File: src/rtl/array_mul_pkg.sv
// Shared types and sizing helpers for the sequential array multiplier.
// The state enum and width functions are used by array_mul_seq and array_mul_step.
package array_mul_pkg;

    // Controller states: idle, one add/sub-and-shift step per cycle, one-cycle result pulse.
    typedef enum logic [1:0] {
        IDLE = 2'd0,
        RUN  = 2'd1,
        DONE = 2'd2
    } state_t;

    // Step counter width: it holds M-1 down to 0. Never narrower than one bit.
    function automatic int cnt_width(input int m);
        return (m <= 2) ? 1 : $clog2(m);
    endfunction

    // Result width: N+M bits is enough for an exact product in both modes.
    function automatic int res_width(input int n, input int m);
        return n + m;
    endfunction

endpackage

File: src/rtl/array_mul_step.sv
// One combinational step of the sequential multiplier.
// Adds (or, for the signed MSB of B, subtracts) A, extended to N+M bits and
// shifted left by the bit index, to the running partial product.
module array_mul_step
    import array_mul_pkg::*;
#(
    parameter int N  = 8,
    parameter int M  = 8,
    parameter int CW = 3
) (
    input  logic [N+M-1:0] pp,
    input  logic [N-1:0]   a,
    input  logic           b_bit,
    input  logic [CW-1:0]  idx,
    input  logic           sg,
    input  logic           is_last,
    output logic [N+M-1:0] pp_next
);

    logic [N+M-1:0] a_ext;
    logic [N+M-1:0] term;

    // Sign-extend A in signed mode, zero-extend otherwise.
    assign a_ext = {{M{sg & a[N-1]}}, a};
    assign term  = a_ext << idx;

    // Select the next partial product: hold, add, or subtract the weighted term.
    always_comb begin
        pp_next = pp;
        if (b_bit) begin
            if (sg && is_last) begin
                // B's MSB carries negative weight in two's complement.
                pp_next = pp - term;
            end else begin
                pp_next = pp + term;
            end
        end
    end

endmodule

File: src/rtl/array_mul_seq.sv
// Sequential N x M multiplier with run-time signed/unsigned selection.
// One partial-product step per clock; result after M+1 cycles.
// Optional feature: define ARRAY_MUL_ACC_EN to add the acc port and make the
// unit multiply-accumulate (Y = product + previous Y when acc=1).
//
// Handshake: start is sampled on a rising edge only while busy=0 (IDLE or DONE).
// The accepting edge latches A, B, sg (and acc); busy is high for the next M
// cycles; done then pulses for exactly one cycle with Y valid from that cycle.
// Y holds until the next done. A start in the DONE cycle is accepted back-to-back.
module array_mul_seq
    import array_mul_pkg::*;
#(
    parameter int N = 8,
    parameter int M = 8
) (
    input  logic             clk,
    input  logic             rst,
    input  logic             start,
`ifdef ARRAY_MUL_ACC_EN
    input  logic             acc,
`endif
    input  logic [N-1:0]     A,
    input  logic [M-1:0]     B,
    input  logic             sg,
    output logic             busy,
    output logic             done,
    output logic [N+M-1:0]   Y,
    output logic [1:0]       state_dbg
);

    localparam int W  = res_width(N, M);
    localparam int CW = cnt_width(M);

    state_t          state;
    logic [CW-1:0]   cnt;
    logic [W-1:0]    pp;
    logic [W-1:0]    pp_next;
    logic [N-1:0]    a_r;
    logic [M-1:0]    b_r;
    logic            sg_r;
    logic [CW-1:0]   idx;
    logic            is_last;
    logic [W-1:0]    y_base;
`ifdef ARRAY_MUL_ACC_EN
    logic            acc_r;
`endif

    // Counter runs M-1 down to 0, bits of B are consumed LSB first.
    assign idx       = CW'(M - 1) - cnt;
    assign is_last   = (cnt == '0);
    assign state_dbg = state;

`ifdef ARRAY_MUL_ACC_EN
    assign y_base = acc_r ? Y : '0;
`else
    assign y_base = '0;
`endif

    array_mul_step #(
        .N  (N),
        .M  (M),
        .CW (CW)
    ) u_step (
        .pp      (pp),
        .a       (a_r),
        .b_bit   (b_r[idx]),
        .idx     (idx),
        .sg      (sg_r),
        .is_last (is_last),
        .pp_next (pp_next)
    );

    // Controller, operand latches, partial product and result register.
    always_ff @(posedge clk) begin
        if (rst) begin
            state <= IDLE;
            busy  <= 1'b0;
            done  <= 1'b0;
            Y     <= '0;
            cnt   <= '0;
            pp    <= '0;
            a_r   <= '0;
            b_r   <= '0;
            sg_r  <= 1'b0;
`ifdef ARRAY_MUL_ACC_EN
            acc_r <= 1'b0;
`endif
        end else begin
            case (state)
                IDLE, DONE: begin
                    done <= 1'b0;
                    if (start) begin
                        a_r   <= A;
                        b_r   <= B;
                        sg_r  <= sg;
`ifdef ARRAY_MUL_ACC_EN
                        acc_r <= acc;
`endif
                        pp    <= '0;
                        cnt   <= CW'(M - 1);
                        busy  <= 1'b1;
                        state <= RUN;
                    end else begin
                        busy  <= 1'b0;
                        state <= IDLE;
                    end
                end
                RUN: begin
                    pp <= pp_next;
                    if (is_last) begin
                        Y     <= pp_next + y_base;
                        busy  <= 1'b0;
                        done  <= 1'b1;
                        state <= DONE;
                    end else begin
                        cnt <= cnt - CW'(1);
                    end
                end
                default: begin
                    busy  <= 1'b0;
                    done  <= 1'b0;
                    state <= IDLE;
                end
            endcase
        end
    end

endmodule

File: config.mk
export PLATFORM = sky130hd
export DESIGN_NAME = array_mul_seq
export DESIGN_NICKNAME = d
export VERILOG_FILES = /design/src/rtl/array_mul_pkg.sv /design/src/rtl/array_mul_step.sv /design/src/rtl/array_mul_seq.sv
export SDC_FILE = /design/constraint.sdc
export NUM_CORES = 1
export LEC_CHECK = 0
export ABC_CLOCK_PERIOD_IN_PS = 6800
export BUFFER_PORTS_ARGS = -buffer_cell sky130_fd_sc_hd__buf_2
export CAP_MARGIN = 10
export CORE_UTILIZATION = 55
export CTS_CLUSTER_SIZE = 20
export DETAILED_ROUTE_END_ITERATION = 7
export PLACE_DENSITY = 0.78
export SYNTH_ARGS = -nofsm -noshare
export SYNTH_HDL_FRONTEND = slang
export SYNTH_SLANG_ARGS = --single-unit
File: constraint.sdc
create_clock -name clk -period 6.8 [get_ports clk]
set_clock_uncertainty 0.15 [all_clocks]
set_input_delay 0.34 -clock clk [delete_from_list [all_inputs] [get_ports clk]]
set_output_delay 0.34 -clock clk [all_outputs]
set_load 0.005 [all_outputs]
==> impl_metrics.toml, run 1 <==
[status]
run_status = "completed"

[hold_path]
hp-start = "B[4]"
hold_path.class = "in -> reg"
hold_end = "b_r[4]"
hold_depth = 3

[power]
power.density_nw_per_um2 = 239
p_sw_frac = 0.376
ir_drop_mv = 0.157
p_int_w = 0.000590
p_sw_w = 0.000356
power_frac_comb = 0.373
p_seq_frac = 0.388
p_leak_nw = 1.64
pwr-share-clk = 0.239

[grt]
antenna_found_initial = 0
first_global_vias = 3192
grt_usage = 0.263
grt_pass1_wl_mm = 15.1
gr-total-overflow = 0
grt_max_degree = 39

[worst_setup_path]
critPathCaptureType = "flip-flop"
reg2reg_depth = 14
cp_data_required_time_ns = 6.91
cp_max_fo = 24
crit_arrival_ns = 5.13
cp-start-kind = "flip-flop"
r2r-start = "cnt[1]"
regToRegSetupSlack_ns = 1.77
regToRegEndpoint = "pp[15]"
path_class = "reg -> reg"

[logic_synthesis]
syn_area_sq_um = 3680
synthArstFlopShare = 0
syn_nets = 516
synth_area_leaders = "dfxtp_1 30%, nand2_1 9.1%, a21oi_1 6.7%"
postSynthCellCount = 477
yosysWarningCount = 0
ys_ff_latch = 55
ys.flop_type = "dfxtp_1"
synth_top_area_frac = 0.299
yosysTopAreaCell = "dfxtp_1"
ys_types = 63
synth_edf_count = 0
synth_area_per_cell_sq_um = 7.71
ys_seq_area_frac = 0.299

[sta]
setup_tns_ns = 0
tightestPinTransition_ns = 1.08
maxSlewHeadroom = 0.279
grt_setup_unrepaired = "no"
post-route-period-util = 0.739
min_period_ns = 5.03
setup_viol = 0
timing.hold.ws_ns = 0.103
finalHoldViolations = 0
fmax_mhz = 199
setup_ws_ns = 1.77
final_max_slew_viol_count = 0

[clock_tree]
cts_buffers = 5
postCtsSetupRepairBufs = 0
worstSkewPairLatency_ns = 0.31
cts_sinks = 55
cts_hold_buf = 0
ctsRootBufferMaster = "clkbuf_8"
ctsResizeCount = 0
cts_tree = "done"
clkTransAtPathRegs_ns = 0.11
h-tree-depth = 2
clock_path_buffers = 2

[routing]
routed_via_density = 5.99
drtAntennaViolNets = 0
drc = 0
drtIter0Drc = 183
routed_wl_mm = 9.07
first_pass_iters = 4
via_count = 3446
wl_per_cell_microns = 15.8

[die]
core_sq_um = 6390
start_util = 0.576
io_pins = 40
rows = 29
die_w_microns = 83.8
fp.dieArea_sq_um = 7020
die_h_microns = 83.8

[layout]
seqCellArea_sq_um = 1100
layout_common_cells = "89 x nand2_1, 55 x dfxtp_1, 49 x a21oi_1"
final_common_cell = "nand2_1"
multiInputGateArea_sq_um = 2380
n_antenna_cell = 0
final_nets = 536
area_growth_pct = 7.55
drive_above_1_share = 0.145
fillerInstances = 598

[place]
place_congestion = 0.868
hpwlAfterDp_mm = 6.76
dp_slack_ns = 1.89
io_buffers = 39

[job]
drv_cap = 0
[power by group through the flow]
stage               Combinational (W)  Clock (W)  Sequential (W)
finish                       0.000353   0.000226        0.000367
global placement             0.000339          0        0.000373
detailed placement           0.000347          0        0.000374
global route                 0.000392   0.000242        0.000371
floorplan                    0.000290          0        0.000357
CTS                          0.000349   0.000231        0.000367
[metal layers]
layer | vias to the layer above | global-route usage | part of all wire
li1 | 1735 | - | -
met2 | 71 | 0.449 | 0.49
met5 | - | 0 | 0
met3 | 16 | 0.0455 | 0.038
met1 | 1624 | 0.336 | 0.45
met4 | 0 | 0.0847 | 0.018
[critical path, cell delays in order (launching register included)]
cell,delay [ns]
dfxtp_1,0.92
mux2_2,0.43
a21oi_1,0.25
o21ai_0,0.22
o41ai_1,0.71
xor2_1,0.17
ha_1,0.35
or2_1,0.24
a21o_1,0.18
a21oi_1,0.22
a211oi_1,0.08
or3_1,0.37
mux2_4,0.29
or3_1,0.31
o21ai_1,0.08
[area by class of cell]
cell class | instances | share of cell area
Clock buffer | 6 | 0.0183
Clock inverter | 2 | 0.00981
Inverter | 14 | 0.0133
Multi-Input combinational cell | 380 | 0.603
Sequential cell | 55 | 0.278
Tap cell | 77 | 0.0244
Timing Repair Buffer | 41 | 0.0531
[logic make-up (layout without fill, tap and decap cells)]
family                     after synthesis  after routing  share of synthesized area
adders and majority gates               19             19                     0.0667
AOI/OAI and AO/OA                      146            146                      0.247
xor gates and xnor gates                19             19                     0.0453
muxes                                   21             21                     0.0745
and+or+nand+nor                        175            175                      0.215
DFF                                     55             55                      0.299
buffers and inverters                   42             63                     0.0524
[worst max path at each step]
stage	end	start
6_report	pp[15]	cnt[1]
5_1_grt	pp[15]	cnt[1]
4_1_cts	pp[15]	cnt[1]
3_5_place_dp	pp[15]	cnt[1]
2_1_floorplan	pp[15]	cnt[0]
3_3_place_gp	pp[15]	cnt[1]
[Yosys cell counts, types with 4 or more instances]
cell type and instances:
o21ai_0 34, mux4_2 4, buf_6 4, nor2b_1 6, xor2_1 14, dfxtp_1 55, ha_1 18, or3_1 8
a21o_1 6, nor2_1 35, a31oi_1 6, xnor2_1 5, nand3_1 11, a21oi_1 49, mux2i_1 9, nand2_1 89
a211oi_1 5, inv_1 11, o31ai_1 6, clkbuf_1 20, mux2_2 5, o21ai_1 7, nor3_1 6
[state kept, by name, summed over array words and instances (netlist names)]
| register | flops |
|---|---|
| pp | 16 |
| sg_r | 1 |
| a_r | 8 |
| b_r | 8 |
| cnt | 3 |
| busy | 1 |
| state_dbg | 1 |
| Y | 16 |
| done | 1 |
[through the flow]
| stage | cells | total power [W] | cell area, sq um | utilization |
|---|---|---|---|---|
| after floorplan | 477 | 0.000648 | 3680 | - |
| after global placement | 566 | 0.000712 | 3840 | 0.601 |
| after detailed placement | 566 | 0.000721 | 3840 | 0.601 |
| after CTS | 574 | 0.000947 | 3950 | 0.618 |
| after global routing | 575 | 0.00100 | 3960 | 0.619 |
| final | 575 | 0.000947 | 3960 | 0.619 |
Power figures use the tool's default switching activity.
==> inputs of run 2 (changes only) <==
--- a/config.mk
+++ b/config.mk
@@ -5,7 +5,7 @@
 export SDC_FILE = /design/constraint.sdc
 export NUM_CORES = 1
 export LEC_CHECK = 0
-export ABC_CLOCK_PERIOD_IN_PS = 6800
+export ABC_CLOCK_PERIOD_IN_PS = 5000
 export BUFFER_PORTS_ARGS = -buffer_cell sky130_fd_sc_hd__buf_2
 export CAP_MARGIN = 10
 export CORE_UTILIZATION = 55
==> constraint.sdc (replaced) <==
create_clock -name clk -period 5 [get_ports clk]
set_clock_uncertainty 0.15 [all_clocks]
set_input_delay 0.25 -clock clk [delete_from_list [all_inputs] [get_ports clk]]
set_output_delay 0.25 -clock clk [all_outputs]
set_load 0.005 [all_outputs]
==> run 2 against run 1 <==
Against the previous run: sequential power increased by 33%; first-iteration DRC count increased by 46%; utilization increased by 1.4 points; wire length decreased by 0.84%; setup slack got worse by 1.3 ns; non-clock buffer count increased by 11; sequential cell count unchanged; final cell count increased by 1.9%; largest cell class unchanged.
==> impl_metrics.toml, run 2 (same netlist as run 1, synthesis figures left out) <==
[status]
run_status = "completed"

[sta]
post-route-period-util = 0.904
fmax_mhz = 221
min_period_ns = 4.52
finalHoldViolations = 0
tightestPinTransition_ns = 1.16
final_max_slew_viol_count = 0
maxSlewHeadroom = 0.225
grt_setup_unrepaired = "no"
setup_ws_ns = 0.482
setup_viol = 0
setup_tns_ns = 0

[routing]
drc = 0
drtIter0Drc = 267
drtAntennaViolNets = 0
routed_wl_mm = 9.00
via_count = 3522
first_pass_iters = 5
routed_via_density = 6.01
met2_length_mm = 4.32
wl_per_cell_microns = 15.4
met1Wirelength_mm = 4.02
routed.top_layer = "met4"
dr_wl_met3_microns = 476

[place]
place_congestion = 0.912
io_buffers = 39
dp_slack_ns = 0.320
hpwlAfterDp_mm = 6.71

[die]
rows = 29
core_sq_um = 6390
fp.dieArea_sq_um = 7020
die_h_microns = 83.8
start_util = 0.576
die_w_microns = 83.8
io_pins = 40

[worst_setup_path]
crit_arrival_ns = 4.63
crit_path_max_incr_delay_ns = 0.66
cp_max_fo = 17
path_cells = "mux2_2, a21oi_1, o21ai_0, o41ai_1, xor2_1, ha_1, or2_1, a21o_1, a21oi_1, a211oi_1, or3_1, mux2_4, or3_1, o21ai_1"
critPathCaptureType = "flip-flop"
critPathSlowestCell = "o41ai_1"
cp_data_required_time_ns = 5.12
path_class = "reg -> reg"
cp-start-kind = "flip-flop"

[layout]
top_regs = "Y: 16 flops, pp: 16 flops"
layout_common_cells = "89 x nand2_1, 54 x dfxtp_1, 49 x a21oi_1"
area_growth_pct = 10.1
final_nets = 547
n_antenna_cell = 0
final_common_cell = "nand2_1"
drive_above_1_share = 0.153

[grt]
antenna_found_initial = 0
first_global_vias = 3209
grt_max_degree = 39
grt_usage = 0.265
grt_pass1_wl_mm = 15.3
gr-total-overflow = 0

[clock_tree]
clkTransAtPathRegs_ns = 0.12
cts_tree = "done"
h-tree-depth = 2
clock_path_buffers = 2
cts_sinks = 55
cts_buffers = 5
ctsRootBufferMaster = "clkbuf_8"
worstSkewPairLatency_ns = 0.32

[hold_path]
hold_path.class = "in -> reg"

[power]
p_leak_nw = 1.69
ir_drop_mv = 0.216
power.density_nw_per_um2 = 313
power_w = 0.00127

[job]
drv_cap = 0
[run 2: cell count changes in the layout (fill, tap and decap cells not counted), sizes merged]
cell         before  now
buf              41   45
dlygate4sd3       0    7
clkinv            0    2
clkbuf            6    5
bufinv            1    0
[run 2: stage by stage]
step | instances | cell area (sq um) | util | hold WS [ns]
floorplan | 477 | 3680 | - | 0.236
global placement | 571 | 3870 | 0.607 | 0.289
detailed placement | 571 | 3870 | 0.607 | 0.294
CTS | 586 | 4050 | 0.634 | 0.00244
global route | 586 | 4050 | 0.634 | 0.00544
finish | 586 | 4050 | 0.634 | 0.00291
[run 2: layout make-up]
type                            count  area [sq um]
Multi-Input combinational cell    380          2380
Fill cell                         563          2340
Sequential cell                    55          1100
Timing Repair Buffer               52           310
Tap cell                           77          96.3
Clock buffer                        5          68.8
Inverter                           14          52.6
Clock inverter                      3          33.8
[run 2: repair_timing]
action / 4_1_cts / 5_1_grt
gates resized for setup: 0 / 1
hold buffers: 7 / 0
endpoints found under the setup margin: 0 / 1
buffers inserted: 0 / 0
hold endpoints to repair: 7 / 0
[run 2: layer usage]
metal	vias up	GRT usage
li1	1753	-
met1	1616	0.359
met2	133	0.441
met3	20	0.0336
met4	0	0.0817
met5	-	0
[run 2: path summary, 6_finish.rpt]
kind,from,end,slack (ns),depth (start not counted)
hold reg to reg,Y[5],Y[5],0.31,2
setup reg to reg,cnt[1],pp[15],0.48,14
setup / recovery,cnt[1],pp[15],0.48,14
hold / removal,B[5],b_r[5],0.003,3
[run 2: critical path: cells and delay by family (launching register included)]
family / cells / cell delay [ns]
fa+ha+maj: 1 / 0.29
compound gates: 7 / 1.68
xor+xnor: 1 / 0.22
flops: 1 / 0.54
mux: 2 / 0.68
simple gates: 3 / 0.90
[run 2: report_power, final]
group,internal [W],switching (W),total [W]
Combinational,0.000198,0.000302,0.000500
Sequential,0.000462,0.0000267,0.000489
Clock,0.000106,0.000173,0.000279
Total,0.000766,0.000502,0.00127
